**src/rtl/bridge_wide_narrow.sv**
```systemverilog
// bridge_wide_narrow: splits one HOST_DW host access into BUS_DW beats on a narrow bus,
// skipping beats with no enabled byte lanes; optional per-beat watchdog flags timeouts.
module bridge_wide_narrow #(
    parameter int HOST_DW = 32,
    parameter int BUS_DW  = 16,
    parameter int ADDR_W  = 32,
    parameter int TIMEOUT = 0
) (
    input  logic                 clk,
    input  logic                 rst_n,
    input  logic [ADDR_W-1:0]    h_addr,
    input  logic [HOST_DW-1:0]   h_wdata,
    output logic [HOST_DW-1:0]   h_rdata,
    input  logic                 h_wr_en,
    input  logic [HOST_DW/8-1:0] h_bytesel,
    output logic                 h_compl,
    output logic                 h_err,
    output logic [ADDR_W-1:0]    b_addr,
    output logic [BUS_DW-1:0]    b_wdata,
    input  logic [BUS_DW-1:0]    b_rdata,
    output logic                 b_wr_en,
    output logic [BUS_DW/8-1:0]  b_bytesel,
    input  logic                 b_compl
);
    localparam int HB    = HOST_DW / 8;
    localparam int RATIO = HOST_DW / BUS_DW;
    localparam int BB    = BUS_DW / 8;
    localparam int KW    = $clog2(RATIO);
    localparam int LB    = $clog2(BB);

    typedef enum logic [1:0] {IDLE, BEAT, DONE} state_t;

    state_t             r_state, w_next_state;
    logic [ADDR_W-1:0]  r_addr;
    logic [HOST_DW-1:0] r_wdata, r_rdata;
    logic [HB-1:0]      r_bsel;
    logic               r_wr, r_err;
    logic [KW-1:0]      r_k, w_first, w_next_k;
    logic [15:0]        r_wd;
    logic [RATIO-1:0]   w_hgrp, w_rgrp;
    logic               w_more, w_to, w_ack, w_start;

    function automatic logic [RATIO-1:0] groups(input logic [HB-1:0] s);
        logic [RATIO-1:0] g;
        for (int i = 0; i < RATIO; i++) g[i] = |s[i*BB +: BB];
        return g;
    endfunction

    always_comb begin
        w_hgrp   = groups(h_bytesel);
        w_rgrp   = groups(r_bsel);
        w_first  = '0;
        w_next_k = '0;
        w_more   = 1'b0;
        // descending scan so the lowest qualifying group wins
        for (int i = RATIO - 1; i >= 0; i--) begin
            if (w_hgrp[i]) w_first = KW'(i);
            if (w_rgrp[i] && i > int'(r_k)) begin
                w_more   = 1'b1;
                w_next_k = KW'(i);
            end
        end
        w_start = r_state == IDLE && |h_bytesel;
        w_to    = TIMEOUT != 0 && r_state == BEAT && !b_compl && r_wd == 16'(TIMEOUT - 1);
        w_ack   = r_state == BEAT && (b_compl || w_to);
        w_next_state = r_state == IDLE ? (w_start ? BEAT : IDLE) :
                       r_state == BEAT ? (w_ack && !w_more ? DONE : BEAT) : IDLE;
    end

    always_ff @(posedge clk or negedge rst_n) begin
        if (!rst_n) r_state <= IDLE;
        else        r_state <= w_next_state;
    end

    always_ff @(posedge clk or negedge rst_n) begin
        if (!rst_n) begin
            r_addr  <= '0;
            r_wdata <= '0;
            r_rdata <= '0;
            r_bsel  <= '0;
            r_wr    <= 1'b0;
            r_err   <= 1'b0;
            r_k     <= '0;
            r_wd    <= '0;
        end else if (w_start) begin
            r_addr  <= h_addr;
            r_wdata <= h_wdata;
            r_wr    <= h_wr_en;
            r_bsel  <= h_bytesel;
            r_rdata <= '0;
            r_err   <= 1'b0;
            r_k     <= w_first;
            r_wd    <= '0;
        end else if (r_state == BEAT) begin
            r_wd <= w_ack ? '0 : r_wd + 16'd1;
            if (b_compl && !r_wr) r_rdata[r_k*BUS_DW +: BUS_DW] <= b_rdata;
            if (w_to) r_err <= 1'b1;
            if (w_ack && w_more) r_k <= w_next_k;
        end
    end

    assign b_addr    = (r_addr & ~ADDR_W'(HB - 1)) | (ADDR_W'(r_k) << LB);
    assign b_wdata   = r_wdata[r_k*BUS_DW +: BUS_DW];
    assign b_wr_en   = r_wr;
    assign b_bytesel = r_state == BEAT ? r_bsel[r_k*BB +: BB] : '0;
    assign h_rdata   = r_rdata;
    assign h_compl   = r_state == DONE;
    assign h_err     = r_state == DONE && r_err;
endmodule

```
**config.mk**
```make
export PLATFORM = sky130hd
export DESIGN_NAME = bridge_wide_narrow
export DESIGN_NICKNAME = d
export VERILOG_FILES = /design/src/rtl/bridge_wide_narrow.sv
export SDC_FILE = /design/constraint.sdc
export NUM_CORES = 1
export LEC_CHECK = 0
export CAP_MARGIN = 20
export CORE_ASPECT_RATIO = 0.75
export CORE_MARGIN = 3
export CORE_UTILIZATION = 43
export CTS_CLUSTER_DIAMETER = 40
export DETAILED_ROUTE_END_ITERATION = 8
export MAX_ROUTING_LAYER = met4
export PLACE_DENSITY = 0.77
export SLEW_MARGIN = 20
export SYNTH_ARGS = -nofsm -noshare
export SYNTH_HDL_FRONTEND = slang
export SYNTH_SLANG_ARGS = --single-unit
export TNS_END_PERCENT = 50
```
**constraint.sdc**
```tcl
create_clock -name clk -period 2 [get_ports clk]
set_input_delay 0.5 -clock clk [delete_from_list [all_inputs] [get_ports clk]]
set_output_delay 0.5 -clock clk [all_outputs]
set_load 0.005 [all_outputs]
```
==> Yosys cells after proc, flatten, opt, wreduce, memory -nomap -nowiden <==
Index checks and enable logic that the tools add are counted.
{ "classes": {"n_addsub": 1, "n_lt_le_gt_ge": 1, "n_eq_ne": 2, "n_shift": 4, "mux": 15, "bitwise": 1, "n_reduce_logical": 18} }
{ "op_table": {"columns": ["operator", "count"], "rows": [
  ["32-bit 2-to-1 mux", 3],
  ["5-bit negation with 34-bit output", 1],
  ["16-bit by 34-bit variable shift with 32-bit output (first input constant)", 1],
  ["16-bit by 34-bit indexed part select with 32-bit output", 1],
  ["32-bit bitwise mux", 1],
  ["32-bit by 2-bit OR with 32-bit output", 1],
  ["32-bit by 6-bit indexed part select with 16-bit output", 1],
  ["2-bit 2-to-1 mux", 4],
  ["1-bit 2-to-1 mux", 7],
  ["1-bit logical AND", 6],
  ["2-bit nonzero test", 3],
  ["2-bit OR reduction", 3],
  ["2-bit AND reduction", 2],
  ["4-bit OR reduction", 1],
  ["4-bit by 3-bit indexed part select with 2-bit output", 1],
  ["2-bit by 1-bit == test with 1-bit output (second input constant)", 1],
  ["2-bit == test (second input constant)", 1],
  ["1-bit logical NOT", 2],
  ["2-bit logical NOT", 1],
  ["1-bit > comparator (first input constant)", 1]
]} }
{ "totals": {"reg_bits": 104, "input_bits": 88, "output_inout_bits": 85, "word_cells": 49} }

==> Logic depth before layout (Yosys ltp) <==
Gate-level depths: netlist of the first run.
{ "depth": {"depth_word": 8, "ltp_mapped": 5, "ltp_nobuf": 3} }

==> Worst setup path before layout of the first run <==
Ideal clock, no wire load.
{ "synth_timing": {"path_type": "register -> output", "startpoint": "register r_k", "endpoint": "output port b_wdata[11]", "arrival_time_ns": 1.231, "t_required_ns": 1.500, "setup_slack_ns": 0.269, "stages_incl_launch_ff": 4, "n_path_buf": 2, "path_cell_list": "dfrtp_1 -> clkbuf_1 -> clkbuf_1 -> mux2_2"} }
{ "synth_via": {"elab_chain_len": 1} }
{ "synth_rtl": {"columns": ["element", "line_no", "rtl"], "rows": [
  ["start, declared", "38", "logic [KW-1:0] r_k, w_first, w_next_k;"],
  ["start signal, assigned", "92", "r_k <= w_first;"],
  ["start signal, assigned", "98", "if (w_ack && w_more) r_k <= w_next_k;"],
  ["32-bit by 6-bit indexed part select with 16-bit output", "103", "assign b_wdata = r_wdata[r_k*BUS_DW +: BUS_DW];"],
  ["end, declared", "19", "output logic [BUS_DW-1:0] b_wdata,"]
]} }
No other way between the ends.

==> Worst setup path after layout of the first run <==
{ "layout_timing": {"startpoint": "register r_k", "endpoint": "output port b_wdata[4]"} }
Same word-level chain as after synthesis.

==> summary.txt, run 1 <==
Timing
  – Max frequency: slightly below 500 MHz
  – Fin. max-slew vios: 0
  – Max_slew headroom: between 60% and 70%
  – Minimum clock period: ~2000 ps
  – RSZ-0062 raised after global routing: yes
  – Worst clock skew: slightly below 4 ps
  – Crit share post-route: 100.9%
  – Final setup viols: 2
  – Least-Margin Pin Slew: about 500 ps
  – Fin worst setup slack: -17.52 ps
  – Final Hold Viols: 0

Floorplanning
  – I/O pin cnt: approximately 170
  – Die Y-Extent: between 90 and 100 um
  – Floorplan core area: a little over 9000 sq um
  – Die width: approximately 120 um
  – # rows: 30
  – Initial core utilization: between 40% and 50%
  – DIE AREA: about 11,000 sq um

Worst setup path
  – Setup CP Type: reg -> out
  – CP Max Fanout: 5
  – CP endpoint kind: primary output
  – Arrival time worst endpoint: around 1500 ps
  – Worst path required time: 1500 ps
  – R2R setup slack: ~260 ps
  – Startpoint types: flop

Route
  – Vias/cell: 5.178
  – Detailed Route Iter0 Violations: ~240
  – Drt pass-1 iters: 4
  – Vias: between 3k and 4k
  – Wirelength per Cell: 17.57 um
  – Detail Route Antenna Nets: 0
  – Detailed Route WL: around 11 mm
  – DRC errors left: 0

Logic synthesis
  – Prevailing post-synth register cell: dfrtp_1
  – Avg Cell Area, Syn: between 10 and 15 sq um
  – Post-synth cell types: 24
  – Post-synth EDFFs: 0
  – Synthesized area: 4265 sq um
  – Async S/R FF share, synth: 100.0%
  – #FFs+latches synth: about 100
  – Mapped Cells: 332
  – Post-synthesis sequential area ratio: between 50% and 60%
  – Ys Warns: 0

Power
  – Switch Pwr: between 0.003 and 0.004 W
  – Peak supply drop: between 1 and 1.5 mV
  – Comb power frac: a little under half
  – Sequential share of power: between 30% and 40%
  – Pwr/cell area: approximately 1500 nW/um^2
  – Leak: around 2.7 nW
  – Tot Pwr: 0.01015 W
  – Total internal power: 0.007026 W
  – Clk network pwr share: 18.8%
  – Sw Ratio: 30.76%

Clock network
  – CTS tree: yes
  – CTS Hold Buffers Added: 0
  – Clock Pin Slew Worst Setup and Hold Paths: approximately 70 ps
  – Root buffer cell: clkbuf_16
  – Bufs on Longest Clock Path: 2
  – CTS sink cnt: between 100 and 150
  – Clk Latency, worst-skew pair: 340 ps
  – Depth of the CTS H-tree: 3
  – Num CTS Buffers: 9

Global route
  – Vias in the first global route: ~3.5k
  – GR Util All Layers: a little over a fifth
  – Overflow after GRT: 0
  – Initial antenna violation count: 0
  – Pin count of the biggest net entering global routing: 43
  – First-pass GRT wire length: around 18 mm

Outcome
  – Failing checks: setup timing
  – Status: finished, violations left

Place
  – PortBufs: between 150 and 200
  – DP HPWL: roughly 7.9 mm
  – Placed Cells: ~620
  – Gpl congestion: 0.8317

Final layout
  – Layout cells sized above 1: 26.85%
  – Layout fillers: 700
  – Diode count: 0
  – Synthesis-to-finish area growth: 53.53%
  – Nets: 597
  – Multi-input gate area: between 1500 and 2000 sq um
  – Final cell count without fillers: 642
  – Sequential cell area: between 2000 and 3000 sq um

Min path
  – Hold crit path type: in -> async

Flow run
  – Max Cap Viol: 0
[final timing paths]
| check | start | end | depth (start not counted) |
|---|---|---|---|
| max | r_k | b_wdata[4] | 4 |
| min | rst_n | r_wdata[13] | 1 |
| max reg2reg | r_k | h_rdata[24] | 5 |
| min reg2reg | r_addr[31] | r_addr[31] | 1 |
| max in group asynchronous | rst_n | r_addr[16] | 2 |
| min in group clk | r_addr[31] | r_addr[31] | 1 |
[sequential cells by signal, summed over array words and instances, names as in the netlist]
name     cells
h_rdata     32
r_wdata     32
r_addr      30
r_bsel       4
r_state      2
b_wr_en      1
r_k          1
[cells in the mapped netlist, types with 2 or more instances]
master    count  share of area [%]
o21a_1        2               0.35
buf_2        15                1.8
nor2_1        5               0.44
o21ai_0      33                3.9
mux2_1       11                2.9
mux2_2       72                 19
mux2i_1       2               0.47
a21oi_1      32                3.8
dfrtp_1     102                 60
nand3_1      32                3.8
buf_4         3               0.53
clkbuf_1     11               0.97
[metal layers]
metal / track usage (%) / part of all wire, % / vias up
met1: 26.62 / 41 / 1609
met4: 5.094 / 1.2 / 0
met5: - / 0 / -
li1: - / - / 1538
met2: 33.19 / 46 / 166
met3: 9.063 / 12 / 11
[critical path, stage by stage, from the launching register on]
cell and delay (ps):
dfrtp_2 470, buf_12 130, buf_16 110, mux2_2 330, clkbuf_2 130
[layout by cell type, fill, tap and decap left out, types with 2 or more instances in the layout]
cell type        synthesis  final
bufinv_16                0      2
buf_6                    0      5
o21ai_0                 33     33
mux2_2                  72     69
mux2i_1                  2      2
dlygate4sd2_1            0      3
dfrtp_1                102    101
a21oi_1                 32     32
buf_12                   0      5
buf_4                    3     20
mux2_1                  11     11
nor2_1                   5      5
nand3_1                 32     32
o21a_1                   2      2
clkbuf_16                0      9
buf_2                   15      2
conb_1                   1      2
clkdlybuf4s50_1          0    147
mux2_4                   0      3
clkbuf_2                 0     11
clkbuf_8                 0      2
[logic make-up after synthesis]
| group | Yosys count | share of synthesized area [%] |
|---|---|---|
| muxes | 85 | 22.38 |
| DFF | 102 | 59.84 |
| other | 1 | 0.08792 |
| and+or+nand+nor | 45 | 6.043 |
| buffers and inverters | 30 | 3.344 |
| AOI/OAI and AO/OA | 69 | 8.302 |
[cell type report]
| type | count | share of cell area, % |
|---|---|---|
| multi-input combinational | 201 | 24.44 |
| clock inverter | 5 | 1.242 |
| timing repair buffer | 194 | 28.96 |
| sequential | 102 | 39.00 |
| clock buffer | 11 | 3.859 |
| inverter | 1 | 0.05732 |
| tap | 128 | 2.446 |
[what timing repair did]
| item | 4_1_cts | 5_1_grt |
|---|---|---|
| endpoints found under the setup margin | 19 | 17 |
| setup buffers | 4 | 1 |
| cloned | 2 | 0 |
| resized for setup | 39 | 33 |
[through the flow]
stage | area (sq um) | hold slack [ps] | setup slack [ps] | utilization [%] | TNS, ps
2_1_floorplan | 4269 | 204.4 | 269.1 | - | 0
3_3_place_gp | 6193 | 417.1 | -103.8 | 66.27 | -5583
3_5_place_dp | 6193 | 417.0 | -163.8 | 66.27 | -10080
4_1_cts | 6618 | 47.85 | -141.8 | 70.80 | -1465
5_1_grt | 6549 | 53.07 | -69.30 | 70.07 | -319.8
6_report | 6549 | 51.59 | -17.52 | 70.07 | -27.06
[power by group through the flow]
stage	logic [W]	clock network, W	registers (W)
finish	0.00476	0.00191	0.00348
global route	0.00516	0.00204	0.00361
CTS	0.00489	0.00195	0.00346
detailed placement	0.00477	0	0.00348
global placement	0.00469	0	0.00342
floorplan	0.00229	0	0.00344
Power figures use the tool's default switching activity.
==> inputs of run 2 (changes only) <==
Settings changed: ABC_AREA set to 1, PLACE_DENSITY 0.77 to 0.76.
==> summary.txt, run 2 <==
Power
  – Switch Pwr: 0.003736 W (+20%)
  – Comb power frac: 48.8% (+1.9 points)
  – Peak supply drop: 0.6589 mV (-36%)
  – Pwr/cell area: 1546 nW/um^2 (-0.19%)
  – Sequential share of power: 34.5% (+0.2 points)
  – Sw Ratio: 36.47% (+5.7 points)
  – Leak: 3.346 nW (+23%)
  – Clk network pwr share: 16.7% (-2.1 points)
  – Total internal power: 0.006506 W (-7.4%)

Timing
  – Final Hold Viols: 0 (unchanged)
  – RSZ-0062 raised after global routing: no
  – Crit share post-route: 97.36% (-3.5 points)
  – Setup TNS: 0 ps (+27.06 ps)
  – Final setup viols: 0 (-2)
  – Fin. max-slew vios: 0 (unchanged)
  – Max frequency: 513.6 MHz (+3.6%)
  – Minimum clock period: 1947 ps (-70.39 ps)
  – Worst clock skew: 4.449 ps (+0.5751 ps)
  – Fin worst setup slack: 52.87 ps (+70.39 ps)

Logic synthesis
  – Mapped Cells: 518 (+56%)
  – Post-synthesis sequential area ratio: 58.72% (-1.1 points)
  – Post-synth cell types: 18 (-25%)
  – Largest family of logic cells by synthesized area: simple AND/OR/NAND/NOR gates
  – Top-count cell post-synth: nand2_1
  – Synthesized area: 4347 sq um (+1.9%)
  – Post-synth EDFFs: 0 (unchanged)
  – Prevailing post-synth register cell: dfrtp_1
  – Compound-Gate Fraction of Synth Area: 0.9787% (-7.3 points)
  – #FFs+latches synth: 102 (unchanged)
  – Synth top area share: 58.72% (-1.1 points)
  – Async S/R FF share, synth: 100.0% (unchanged)
  – Share of synthesized cell area in and, or, nand and nor gates: 35.55% (+30 points)
  – Top post-synthesis cells by count: nand2_1 (246), dfrtp_1 (102), nand3_1 (67)
  – Largest area contributor in the netlist: dfrtp_1
  – Multiplexer share of the synthesized area: 0% (-22 points)
  – Top post-synthesis cells by area: dfrtp_1 (59%), nand2_1 (21%), nand3_1 (7.7%)
  – Post-Synth XOR/XNOR Area: 0% (unchanged)
  – Ys Warns: 0 (unchanged)
  – Adder-cell share of the synthesized area: 0% (unchanged)
  – Avg Cell Area, Syn: 8.391 sq um (-35%)

Floorplanning
  – Die width: 122.1 um (+0.90%)
  – I/O pin cnt: 173 (unchanged)
  – Initial core utilization: 44.65% (-0.99 points)
  – DIE AREA: 11,360 sq um (+1.8%)
  – Die Y-Extent: 93.07 um (+0.89%)
  – Floorplan core area: 9736 sq um (+4.2%)
  – # rows: 31 (+3.3%)

Clock network
  – Num CTS Buffers: 9 (unchanged)
  – CTS Hold Buffers Added: 0 (unchanged)
  – Depth of the CTS H-tree: 3 (unchanged)
  – CTS tree: yes
  – Clock Pin Slew Worst Setup and Hold Paths: 70 ps (about the same)
  – Bufs on Longest Clock Path: 2 (unchanged)
  – CTS sink cnt: 102 (unchanged)
  – Root buffer cell: clkbuf_16
  – Clk Latency, worst-skew pair: 340 ps (about the same)

Worst setup path
  – Crit-path slowest cell: dfrtp_1
  – Arrival time worst endpoint: 1450 ps (-70 ps)
  – Setup CP Type: reg -> out
  – Worst path required time: 1500 ps (about the same)
  – Startpoint types: flop
  – CP cell instances: nor2_2 > inv_1 > a211oi_1 > dlygate4sd2_1
  – CP endpoint kind: primary output
  – CP Max Fanout: 3 (-2)
  – Largest stage delay, worst path: 390 ps (-80 ps)

Global route
  – Pin count of the biggest net entering global routing: 55 (+28%)
  – Vias in the first global route: 3,881 (+10%)
  – Initial antenna violation count: 0 (unchanged)
  – Overflow after GRT: 0 (unchanged)
  – First-pass GRT wire length: 19.25 mm (+5.3%)
  – GR Util All Layers: 22.00% (+0.43 points)

Place
  – PortBufs: 168 (unchanged)
  – Gpl congestion: 0.8433 (+1.4%)
  – DP HPWL: 8.434 mm (+6.4%)
  – Pre-CTS WS: -12.54 ps (+151.3 ps)
  – Placed cell area: 6233 sq um (+0.65%)

Final layout
  – Final core occ: 68.02% (-2.0 points)
  – Layout cells sized above 1: 7.983% (-19 points)
  – Nets: 773 (+29%)
  – Diode count: 0 (unchanged)
  – Final Cell Area: 6623 sq um (+1.1%)
  – Most common cell after layout, fill and taps aside: nand2_1
  – Synthesis-to-finish area growth: 52.36%
  – Commonest non-fill, non-tap cells in the layout: nand2_1 (244), clkdlybuf4s50_1 (147), dfrtp_1 (102), nand3_1 (67), nand4_1 (32)

Min path
  – Hold crit path type: in -> async

Route
  – Detailed Route WL: 12.09 mm (+7.2%)
  – Wirelength per Cell: 14.73 um (-16%)
  – DRC errors left: 0 (unchanged)
  – Vias/cell: 5.054 (-2.4%)
  – Drt pass-1 iters: 4 (unchanged)
  – Detailed Route Iter0 Violations: 216 (-8.9%)
  – Detail Route Antenna Nets: 0 (unchanged)
  – Vias: 4,149 (+25%)

Flow run
  – Max Cap Viol: 0 (unchanged)

Outcome
  – Status: finished, final reports clean
-- run 2: power groups by stage --
stage / clock [W] / sequential (W) / combinational (W)
floorplan: 0 / 0.00356 / 0.00224
global placement: 0 / 0.00352 / 0.00483
detailed placement: 0 / 0.00355 / 0.00493
CTS: 0.00175 / 0.00353 / 0.00489
global route: 0.00183 / 0.00365 / 0.00554
finish: 0.00171 / 0.00353 / 0.00500
-- run 2: path summary, 6_finish.rpt --
kind	slack, ps	depth (start not counted)	startpoint	endpoint
setup / recovery	50	4	r_state[1]	b_bytesel[0]
hold / removal	110	1	rst_n	h_rdata[22]
setup reg to reg	470	7	r_k	h_rdata[5]
hold reg to reg	470	2	h_rdata[22]	h_rdata[22]
max in group asynchronous	1310	2	rst_n	r_addr[31]
min in group clk	470	2	h_rdata[22]	h_rdata[22]
-- run 2: cells by family (layout without fill, tap and decap cells) --
group           count (synthesis)  after routing
compound gates                  8              8
buf+inv                        45            215
flops                         102            102
other cells                     1              2
simple gates                  362            362
-- run 2: area by class of cell --
class	instances	area (sq um)
flip-flops and latches	102	2552
well taps	132	165.2
clock buffers	9	225.2
clock inverters	6	63.81
inverters	7	26.28
repair buffers	193	1984
multi-input cells	372	1605
fillers	805	3113
-- run 2: routing by layer --
layer	vias to the layer above	share of wire, %	global-route usage (%)	wire length (um)
met4	0	1.4	5.778	167
met2	151	46	33.73	5543
met5	-	0	-	0
met1	1980	44	28.88	5345
li1	2005	-	-	-
met3	13	8.6	6.590	1034
-- run 2: timing repair --
item / in CTS / in global routing
gates resized for setup: 26 / 11
cloned: 1 / 1
pin swaps: 0 / 1
setup buffers: 3 / 2
setup endpoints to repair: 20 / 3
-- run 2: stage by stage --
step / total power (W) / std cells / hold slack (ps)
floorplan: 0.005794 / 519 / 204.4
global placement: 0.008356 / 799 / 453.2
detailed placement: 0.008474 / 799 / 457.0
CTS: 0.01016 / 818 / 122.1
global route: 0.01102 / 821 / 127.6
finish: 0.01024 / 821 / 108.7
-- run 2: worst max-delay path, delay by kind of cell, from the launching register on --
| kind | cells | cell delay (ps) |
|---|---|---|
| AOI/OAI and AO/OA | 1 | 170 |
| DFF | 1 | 390 |
| and+or+nand+nor | 1 | 170 |
| buffers and inverters | 2 | 380 |
